==> config.mk <==
export PLATFORM = sky130hd
export DESIGN_NAME = piece_spawner_flat
export DESIGN_NICKNAME = d
export VERILOG_FILES = /design/src/rtl/piece_spawner_pkg.sv /design/src/rtl/piece_spawner_if.sv /design/src/rtl/piece_spawner_box_to_grid_addr.sv /design/src/rtl/piece_spawner.sv /design/src/flat_wrapper.sv
export SDC_FILE = /design/constraint.sdc
export NUM_CORES = 1
export LEC_CHECK = 0
export BUFFER_PORTS_ARGS = -buffer_cell sky130_fd_sc_hd__buf_2
export CAP_MARGIN = 20
export CORE_MARGIN = 10
export CORE_UTILIZATION = 45
export DETAILED_ROUTE_END_ITERATION = 10
export GPL_ROUTABILITY_DRIVEN = 0
export PLACE_DENSITY = 0.71
export REMOVE_ABC_BUFFERS = 1
export SKIP_LAST_GASP = 1
export SYNTH_ARGS = -nofsm -noshare
export SYNTH_HDL_FRONTEND = slang
export SYNTH_SLANG_ARGS = --single-unit
export TNS_END_PERCENT = 30
==> constraint.sdc <==
create_clock -name clk -period 2.8 [get_ports clk]
set_input_delay 0.14 -clock clk [delete_from_list [all_inputs] [get_ports clk]]
set_output_delay 0.14 -clock clk [all_outputs]
set_load 0.005 [all_outputs]
==> src/rtl/piece_spawner_pkg.sv <==
// Shared constants, colour codes and FSM encoding for the piece spawner.
// Latency: n/a (declarations only).
// Backpressure: n/a (declarations only).
package piece_spawner_pkg;

    // Grid memory layout. The spawn box must fit below the next-piece box:
    // SPAWN_BASE_ADDR + 3*GRID_COLS + 2 < NEXT_PIECE_BASE_ADDR.
    localparam logic [7:0] NEXT_PIECE_BASE_ADDR = 8'd240;
    localparam logic [7:0] GRID_COLS            = 8'd10;
    localparam logic [7:0] SPAWN_BASE_ADDR      = 8'd3;

    // Next-piece box geometry: 3 columns x 4 rows, offset = row*3 + col.
    localparam logic [3:0] BOX_COLS     = 4'd3;
    localparam logic [7:0] BOX_LAST_OFF = 8'd11;

    // A piece always occupies four cells.
    localparam int NUM_CELLS = 4;

    typedef logic [7:0] grid_addr_t;

    // Cell contents written into the grid; 0 means empty.
    typedef enum logic [7:0] {
        COLOUR_EMPTY = 8'd0,
        COLOUR_I     = 8'd1,
        COLOUR_O     = 8'd2,
        COLOUR_T     = 8'd3,
        COLOUR_S     = 8'd4,
        COLOUR_Z     = 8'd5,
        COLOUR_J     = 8'd6,
        COLOUR_L     = 8'd7
    } piece_colour_e;

    // One state per cycle: source read, four target reads, evaluate,
    // four writes, then park in DONE (or OVER after a collision).
    typedef enum logic [3:0] {
        ST_IDLE = 4'd0,
        ST_SRC  = 4'd1,
        ST_CHK0 = 4'd2,
        ST_CHK1 = 4'd3,
        ST_CHK2 = 4'd4,
        ST_CHK3 = 4'd5,
        ST_EVAL = 4'd6,
        ST_WR0  = 4'd7,
        ST_WR1  = 4'd8,
        ST_WR2  = 4'd9,
        ST_WR3  = 4'd10,
        ST_DONE = 4'd11,
        ST_OVER = 4'd12
    } spawn_state_e;

endpackage

==> src/rtl/piece_spawner_if.sv <==
// Bundles the spawner's request, grid-memory and active-piece signals.
// Latency: n/a (wiring only).
// Backpressure: none; the game FSM holds en, the memory answers in a fixed cycle.
interface piece_spawner_if;
    import piece_spawner_pkg::*;

    // Request from the game FSM and the generator's next-piece cells.
    logic       en;
    grid_addr_t next_1_addr;
    grid_addr_t next_2_addr;
    grid_addr_t next_3_addr;
    grid_addr_t next_4_addr;

    // Grid memory port; rdata is valid one cycle after addr.
    logic       we;
    grid_addr_t addr;
    logic [7:0] wdata;
    logic [7:0] rdata;

    // Result towards the mover and game FSM.
    grid_addr_t active_1_addr;
    grid_addr_t active_2_addr;
    grid_addr_t active_3_addr;
    grid_addr_t active_4_addr;
    logic       spawned;
    logic       game_over;

    modport master (
        input  en,
        input  next_1_addr,
        input  next_2_addr,
        input  next_3_addr,
        input  next_4_addr,
        input  rdata,
        output we,
        output addr,
        output wdata,
        output active_1_addr,
        output active_2_addr,
        output active_3_addr,
        output active_4_addr,
        output spawned,
        output game_over
    );

    modport slave (
        output en,
        output next_1_addr,
        output next_2_addr,
        output next_3_addr,
        output next_4_addr,
        output rdata,
        input  we,
        input  addr,
        input  wdata,
        input  active_1_addr,
        input  active_2_addr,
        input  active_3_addr,
        input  active_4_addr,
        input  spawned,
        input  game_over
    );

endinterface

==> src/rtl/piece_spawner_box_to_grid_addr.sv <==
// Maps a next-piece box address to its cell in the playfield spawn area.
// Latency: combinational.
// Backpressure: none.
module box_to_grid_addr
    import piece_spawner_pkg::*;
(
    input  grid_addr_t box_addr,
    output grid_addr_t grid_addr
);

    logic [7:0] off_raw;
    logic [3:0] off;
    logic [3:0] row;
    logic [3:0] col;

    // Out-of-box addresses fall back to offset 0 so a bad generator output
    // still lands on a legal spawn cell instead of scribbling elsewhere.
    always_comb begin
        off_raw = box_addr - NEXT_PIECE_BASE_ADDR;
        off     = 4'd0;
        if ((box_addr >= NEXT_PIECE_BASE_ADDR) && (off_raw <= BOX_LAST_OFF)) begin
            off = off_raw[3:0];
        end
        row       = off / BOX_COLS;
        col       = off % BOX_COLS;
        grid_addr = SPAWN_BASE_ADDR + ({4'd0, row} * GRID_COLS) + {4'd0, col};
    end

endmodule

==> src/rtl/piece_spawner.sv <==
// Reads the next piece's colour, checks its four spawn cells, then writes it into the playfield.
// Latency: en seen at edge 0 -> writes in cycles 7..10, spawned pulse in cycle 11.
// Backpressure: none; dropping en aborts to IDLE at the next edge (except after game over).
module piece_spawner
    import piece_spawner_pkg::*;
(
    input  logic            clk,
    input  logic            rst,
    piece_spawner_if.master bus
);

    spawn_state_e state_q, state_d;
    grid_addr_t   addr_q, addr_d;
    logic         we_q, we_d;
    logic [7:0]   wdata_q, wdata_d;
    logic [7:0]   colour_q, colour_d;
    logic         hit_q, hit_d;
    logic         spawned_q, spawned_d;
    logic         game_over_q, game_over_d;

    grid_addr_t [NUM_CELLS-1:0] tgt_new;
    grid_addr_t [NUM_CELLS-1:0] tgt_q, tgt_d;
    grid_addr_t [NUM_CELLS-1:0] active_q, active_d;

    logic rd_occupied;

    // Translate each next-piece cell to its spawn target.
    box_to_grid_addr u_b2g_1 (.box_addr(bus.next_1_addr), .grid_addr(tgt_new[0]));
    box_to_grid_addr u_b2g_2 (.box_addr(bus.next_2_addr), .grid_addr(tgt_new[1]));
    box_to_grid_addr u_b2g_3 (.box_addr(bus.next_3_addr), .grid_addr(tgt_new[2]));
    box_to_grid_addr u_b2g_4 (.box_addr(bus.next_4_addr), .grid_addr(tgt_new[3]));

    assign rd_occupied = (bus.rdata != 8'd0);

    // State and registered outputs; reset drops we immediately, even mid-write.
    always_ff @(posedge clk or posedge rst) begin
        if (rst) begin
            state_q     <= ST_IDLE;
            addr_q      <= '0;
            we_q        <= 1'b0;
            wdata_q     <= '0;
            colour_q    <= '0;
            hit_q       <= 1'b0;
            tgt_q       <= '0;
            active_q    <= '0;
            spawned_q   <= 1'b0;
            game_over_q <= 1'b0;
        end else begin
            state_q     <= state_d;
            addr_q      <= addr_d;
            we_q        <= we_d;
            wdata_q     <= wdata_d;
            colour_q    <= colour_d;
            hit_q       <= hit_d;
            tgt_q       <= tgt_d;
            active_q    <= active_d;
            spawned_q   <= spawned_d;
            game_over_q <= game_over_d;
        end
    end

    // Next state plus the values every registered output takes in that state.
    // Each read address is issued one state ahead of the state that consumes
    // its data, matching the memory's one-cycle read latency.
    always_comb begin
        state_d     = state_q;
        addr_d      = addr_q;
        we_d        = 1'b0;
        wdata_d     = wdata_q;
        colour_d    = colour_q;
        hit_d       = hit_q;
        tgt_d       = tgt_q;
        active_d    = active_q;
        spawned_d   = 1'b0;
        game_over_d = game_over_q;

        if (!bus.en && (state_q != ST_IDLE) && (state_q != ST_OVER)) begin
            // Abort: nothing pending completes, active cells stay as they were.
            state_d = ST_IDLE;
        end else begin
            case (state_q)
                ST_IDLE: begin
                    if (bus.en && !game_over_q) begin
                        state_d = ST_SRC;
                        addr_d  = bus.next_1_addr;
                        tgt_d   = tgt_new;
                        hit_d   = 1'b0;
                    end
                end
                ST_SRC: begin
                    state_d = ST_CHK0;
                    addr_d  = tgt_q[0];
                end
                ST_CHK0: begin
                    // Data here is the next-piece box cell: the colour.
                    state_d  = ST_CHK1;
                    addr_d   = tgt_q[1];
                    colour_d = bus.rdata;
                end
                ST_CHK1: begin
                    state_d = ST_CHK2;
                    addr_d  = tgt_q[2];
                    hit_d   = hit_q | rd_occupied;
                end
                ST_CHK2: begin
                    state_d = ST_CHK3;
                    addr_d  = tgt_q[3];
                    hit_d   = hit_q | rd_occupied;
                end
                ST_CHK3: begin
                    state_d = ST_EVAL;
                    hit_d   = hit_q | rd_occupied;
                end
                ST_EVAL: begin
                    // Last target's data arrives now; fold it in before deciding.
                    if (hit_q || rd_occupied) begin
                        state_d     = ST_OVER;
                        hit_d       = 1'b1;
                        game_over_d = 1'b1;
                    end else begin
                        state_d = ST_WR0;
                        we_d    = 1'b1;
                        addr_d  = tgt_q[0];
                        wdata_d = colour_q;
                    end
                end
                ST_WR0: begin
                    state_d = ST_WR1;
                    we_d    = 1'b1;
                    addr_d  = tgt_q[1];
                end
                ST_WR1: begin
                    state_d = ST_WR2;
                    we_d    = 1'b1;
                    addr_d  = tgt_q[2];
                end
                ST_WR2: begin
                    state_d = ST_WR3;
                    we_d    = 1'b1;
                    addr_d  = tgt_q[3];
                end
                ST_WR3: begin
                    state_d   = ST_DONE;
                    active_d  = tgt_q;
                    spawned_d = 1'b1;
                end
                ST_DONE: begin
                    // Wait for en to fall so one request yields one spawn.
                    state_d = ST_DONE;
                end
                ST_OVER: begin
                    state_d = ST_OVER;
                end
                default: begin
                    state_d = ST_IDLE;
                end
            endcase
        end
    end

    assign bus.we            = we_q;
    assign bus.addr          = addr_q;
    assign bus.wdata         = wdata_q;
    assign bus.active_1_addr = active_q[0];
    assign bus.active_2_addr = active_q[1];
    assign bus.active_3_addr = active_q[2];
    assign bus.active_4_addr = active_q[3];
    assign bus.spawned       = spawned_q;
    assign bus.game_over     = game_over_q;

endmodule
==> src/flat_wrapper.sv <==
// flat-port wrapper written by rule: the top's interface ports become plain ports
module piece_spawner_flat import piece_spawner_pkg::*;
  (clk, rst, bus_en, bus_next_1_addr, bus_next_2_addr, bus_next_3_addr, bus_next_4_addr, bus_rdata, bus_we, bus_addr, bus_wdata, bus_active_1_addr, bus_active_2_addr, bus_active_3_addr, bus_active_4_addr, bus_spawned, bus_game_over);
  piece_spawner_if bus_i ();
  input  logic clk;
  input  logic rst;
  input wire logic [$bits(bus_i.en)-1:0] bus_en;
  input wire logic [$bits(bus_i.next_1_addr)-1:0] bus_next_1_addr;
  input wire logic [$bits(bus_i.next_2_addr)-1:0] bus_next_2_addr;
  input wire logic [$bits(bus_i.next_3_addr)-1:0] bus_next_3_addr;
  input wire logic [$bits(bus_i.next_4_addr)-1:0] bus_next_4_addr;
  input wire logic [$bits(bus_i.rdata)-1:0] bus_rdata;
  output wire logic [$bits(bus_i.we)-1:0] bus_we;
  output wire logic [$bits(bus_i.addr)-1:0] bus_addr;
  output wire logic [$bits(bus_i.wdata)-1:0] bus_wdata;
  output wire logic [$bits(bus_i.active_1_addr)-1:0] bus_active_1_addr;
  output wire logic [$bits(bus_i.active_2_addr)-1:0] bus_active_2_addr;
  output wire logic [$bits(bus_i.active_3_addr)-1:0] bus_active_3_addr;
  output wire logic [$bits(bus_i.active_4_addr)-1:0] bus_active_4_addr;
  output wire logic [$bits(bus_i.spawned)-1:0] bus_spawned;
  output wire logic [$bits(bus_i.game_over)-1:0] bus_game_over;
  assign bus_i.en = bus_en;
  assign bus_i.next_1_addr = bus_next_1_addr;
  assign bus_i.next_2_addr = bus_next_2_addr;
  assign bus_i.next_3_addr = bus_next_3_addr;
  assign bus_i.next_4_addr = bus_next_4_addr;
  assign bus_i.rdata = bus_rdata;
  assign bus_we = bus_i.we;
  assign bus_addr = bus_i.addr;
  assign bus_wdata = bus_i.wdata;
  assign bus_active_1_addr = bus_i.active_1_addr;
  assign bus_active_2_addr = bus_i.active_2_addr;
  assign bus_active_3_addr = bus_i.active_3_addr;
  assign bus_active_4_addr = bus_i.active_4_addr;
  assign bus_spawned = bus_i.spawned;
  assign bus_game_over = bus_i.game_over;
  piece_spawner u_core (.clk(clk), .rst(rst), .bus(bus_i));
endmodule
==> results.cfg <==
[global_routing]
grt_first_pass_wirelength_um = 28700
grt_antenna_before_repair = 0
track_usage_pct = 18.9
grt_max_degree = 97
via_count_of_the_first_global_routing_pass = 5889
overflow = 0

[place]
place.port_buffers = 93
dpl_worst_slack_ps = -1380
dpl.hpwl_um = 12400

[critical_path]
worstPathMaxFanout = 4
critical_path_class = in -> reg
worst_ep_arrival_time_ps = 3620
cp_top_family = simple AND/OR/NAND/NOR gates
cp.buffers_inverters = 2
crit_chain = buf_6 -> and4_4 -> nor3b_4 -> ha_2 -> inv_2 -> ha_4 -> o2111ai_4 -> o21ai_2 -> ha_2 -> o32a_1 -> or2_4 -> ha_4 -> ha_4 -> ha_4 -> nand3_2 -> or4_4 -> and4_1 -> o31ai_2
cp_slowest_stage_delay_ps = 440
critical_path.startpoint_type = input port
crit_top_cell = sky130_fd_sc_hd__ha_4
crit_path_top_delay_cell = sky130_fd_sc_hd__or4_4
cp.required_ps = 3060
reg2reg_setup_slack_ps = 280
cp-end-kind = flop

[synth]
synth-edff-count = 0
post_synth_instance_area_um2 = 6040
synth_ff_type = sky130_fd_sc_hd__dfrtp_1
synthMuxAreaShare_pct = 7.87
syn-instance-count = 658
synth.largest_area_cell = sky130_fd_sc_hd__dfrtp_1
synth_compound_gate_area_share_pct = 14.6
synth_seq_area_share_pct = 39.7
netlist.area_leader.share_pct = 39.7
synth_warnings = 0
synth_async_sr_flop_share_pct = 100
synth_area_per_cell_um2 = 9.19
dominant_combinational_cell_family_by_area_after_synthesis = simple AND/OR/NAND/NOR gates
synth-xor-area-share_pct = 2.46
ys_types = 64
post_synth_and_or_nand_nor_area_fraction_pct = 19.8
synth-adder-area-share_pct = 11.4
ys_ff_latch = 96
synth.top_cells.by_area = sky130_fd_sc_hd__dfrtp_1 40%, sky130_fd_sc_hd__ha_1 11%, sky130_fd_sc_hd__nand2_1 9.2%

[run_status]
violations = negative setup slack
outcome = finished with violations

[sta]
clock_skew_ps = 7.09
final.min_clock_period_ps = 3360
final-setup-viol-count = 20
timing.final.hold_violations = 0
maxSlewHeadroom_pct = 50.5
max_freq_mhz = 298
grt_setup_unrepaired = true
timing_worst_slew_pin_value_ps = 739
setup_tns_ps = -5840
timing.final.crit_share_pct = 120
setup_ws_ps = -556
timing_max_transition_violations_final = 0

[drt]
detail_route.drc_violations = 0
detailedRoute.firstIterationViolations = 573
drt_pass1_iterations = 5
routed_wire_length_per_instance_um = 17.2
routed_via_density = 5.47
routed_wirelength_um = 17800
antenna_violating_nets_post_route = 0
via_count = 5679

[finish]
syn2layout_area_growth_pct = 40.2
fillerInstances = 1033
antennaDiodeCount = 0
drive_gt1_share_pct = 42.6
layout.nets = 955
layout_commonest_cell = sky130_fd_sc_hd__nand2_1
commonest_cells_after_routing_fill_and_taps_aside = 143 x sky130_fd_sc_hd__nand2_1, 117 x sky130_fd_sc_hd__buf_4, 96 x sky130_fd_sc_hd__dfrtp_1

[cts]
clock_sink_count = 96
clock_tree.buffer_depth = 2
htree_num_levels = 3
clk_latency_ps = 350
cts_inserted_buffers = 9
tritoncts = done
cts-root-buf = sky130_fd_sc_hd__clkbuf_16
cts.clk_slew.worst_paths_ps = 60

[floorplan]
core.rowCount = 42
chipHeight_um = 136
core_area_um2 = 13200
pin_count = 94
floorplan.initialDensity_pct = 45.8
design.die.area_um2 = 18500
die_width_um = 136

[run]
cap_violations = 0

[pwr]
p_per_area_nw_per_um2 = 404
leakage_power_uw = 0.00438
ir_worst_vdd_mv = 0.294

[min_path]
timing.hold.worst.class = in -> reg
## what timing repair did
action,4_1_cts,5_1_grt
gates cloned,0,0
pin swaps,29,27
buffers inserted,19,8
hold buffers,1,0
gates resized for setup,70,59
endpoints found under the setup margin,22,23
hold endpoints to repair,96,0
## registers in the layout, summed over array words and instances, names as in the netlist
signal                    count
u_core.tgt_q                 32
u_core.bus.active_1_addr      8
u_core.bus.active_2_addr      8
u_core.bus.active_3_addr      8
u_core.bus.active_4_addr      8
u_core.bus.addr               8
u_core.bus.wdata              8
u_core.colour_q               8
u_core.state_q                4
u_core.bus.game_over          1
u_core.bus.spawned            1
u_core.bus.we                 1
u_core.hit_q                  1
## synthesized netlist by cell type (3+ instances only)
cell type and number:
sky130_fd_sc_hd__nand2_1 148, sky130_fd_sc_hd__dfrtp_1 96, sky130_fd_sc_hd__ha_1 52, sky130_fd_sc_hd__mux2_2 35, sky130_fd_sc_hd__o21ai_0 34, sky130_fd_sc_hd__inv_1 30
sky130_fd_sc_hd__nor2_1 25, sky130_fd_sc_hd__a21oi_1 21, sky130_fd_sc_hd__clkbuf_1 20, sky130_fd_sc_hd__a22oi_1 14, sky130_fd_sc_hd__nand2b_1 14, sky130_fd_sc_hd__xor2_1 10
sky130_fd_sc_hd__nand3_1 9, sky130_fd_sc_hd__nor2b_1 9, sky130_fd_sc_hd__a21o_1 8, sky130_fd_sc_hd__and2_1 8, sky130_fd_sc_hd__mux2i_1 7, sky130_fd_sc_hd__o22ai_1 7
sky130_fd_sc_hd__xnor2_1 7, sky130_fd_sc_hd__buf_2 6, sky130_fd_sc_hd__nand3b_1 6, sky130_fd_sc_hd__nor3_1 6, sky130_fd_sc_hd__a31oi_1 5, sky130_fd_sc_hd__o21ai_1 5
sky130_fd_sc_hd__a211o_1 4, sky130_fd_sc_hd__a32oi_1 4, sky130_fd_sc_hd__and3_1 4, sky130_fd_sc_hd__buf_1 4, sky130_fd_sc_hd__o31ai_1 4, sky130_fd_sc_hd__or2_2 4
sky130_fd_sc_hd__a221oi_1 3, sky130_fd_sc_hd__a22o_1 3, sky130_fd_sc_hd__nand4_1 3
## routing by layer
metal | vias up | wire (µm) | track usage, %
li1 | 2690 | - | -
met2 | 200 | 8870 | 32.2
met1 | 2744 | 7230 | 22.8
met4 | 0 | 552 | 8.11
met5 | - | 0 | 0
met3 | 45 | 1190 | 3.62
## cells by family (layout without fill, tap and decap cells)
| group | count (synthesis) | count (layout) |
|---|---|---|
| compound gates | 131 | 131 |
| xor+xnor | 17 | 17 |
| fa+ha+maj | 54 | 54 |
| buf+inv | 61 | 265 |
| flops | 96 | 96 |
| mux | 43 | 43 |
| other cells | 1 | 2 |
| simple gates | 255 | 255 |
## layout make-up
class | instances | area [µm²] | share of cell area [%]
Clock inverter | 5 | 40.0 | 0.472
Timing Repair Buffer | 219 | 1520 | 17.9
Multi-Input combinational cell | 502 | 3950 | 46.6
Sequential cell | 96 | 2400 | 28.3
Tap cell | 176 | 220 | 2.60
Clock buffer | 11 | 233 | 2.75
Inverter | 30 | 114 | 1.34
## where the power goes
part | switching, µW | total [µW] | internal (µW)
clock | 531 | 1140 | 609
combinational | 311 | 646 | 335
sequential | 122 | 1640 | 1520
total | 964 | 3430 | 2460
## final timing paths
| kind | endpoint | depth (start not counted) | from |
|---|---|---|---|
| worst max-delay path | u_core.tgt_q[12] | 18 | bus_next_2_addr[4] |
| worst min-delay path | u_core.colour_q[3] | 2 | bus_rdata[3] |
| worst max register to register | u_core.bus.addr[1] | 7 | u_core.state_q[2] |
| worst min register to register | u_core.bus.active_1_addr[7] | 2 | u_core.bus.active_1_addr[7] |
| max in group asynchronous | u_core.bus.active_1_addr[2] | 4 | rst |
| min in group asynchronous | u_core.bus.wdata[0] | 4 | rst |
## through the flow
step | std cells | hold WS, ps | area (µm²) | utilization (%) | power [µW]
2_1_floorplan | 628 | 262 | 5920 | - | 1950
3_3_place_gp | 995 | 284 | 7350 | 55.7 | 2190
3_5_place_dp | 995 | 293 | 7350 | 55.7 | 2220
4_1_cts | 1031 | 35.1 | 8130 | 61.6 | 3400
5_1_grt | 1039 | 38.0 | 8480 | 64.3 | 3590
6_report | 1039 | 40.2 | 8480 | 64.3 | 3430
Note: power is estimated with default switching activity, not from simulation.
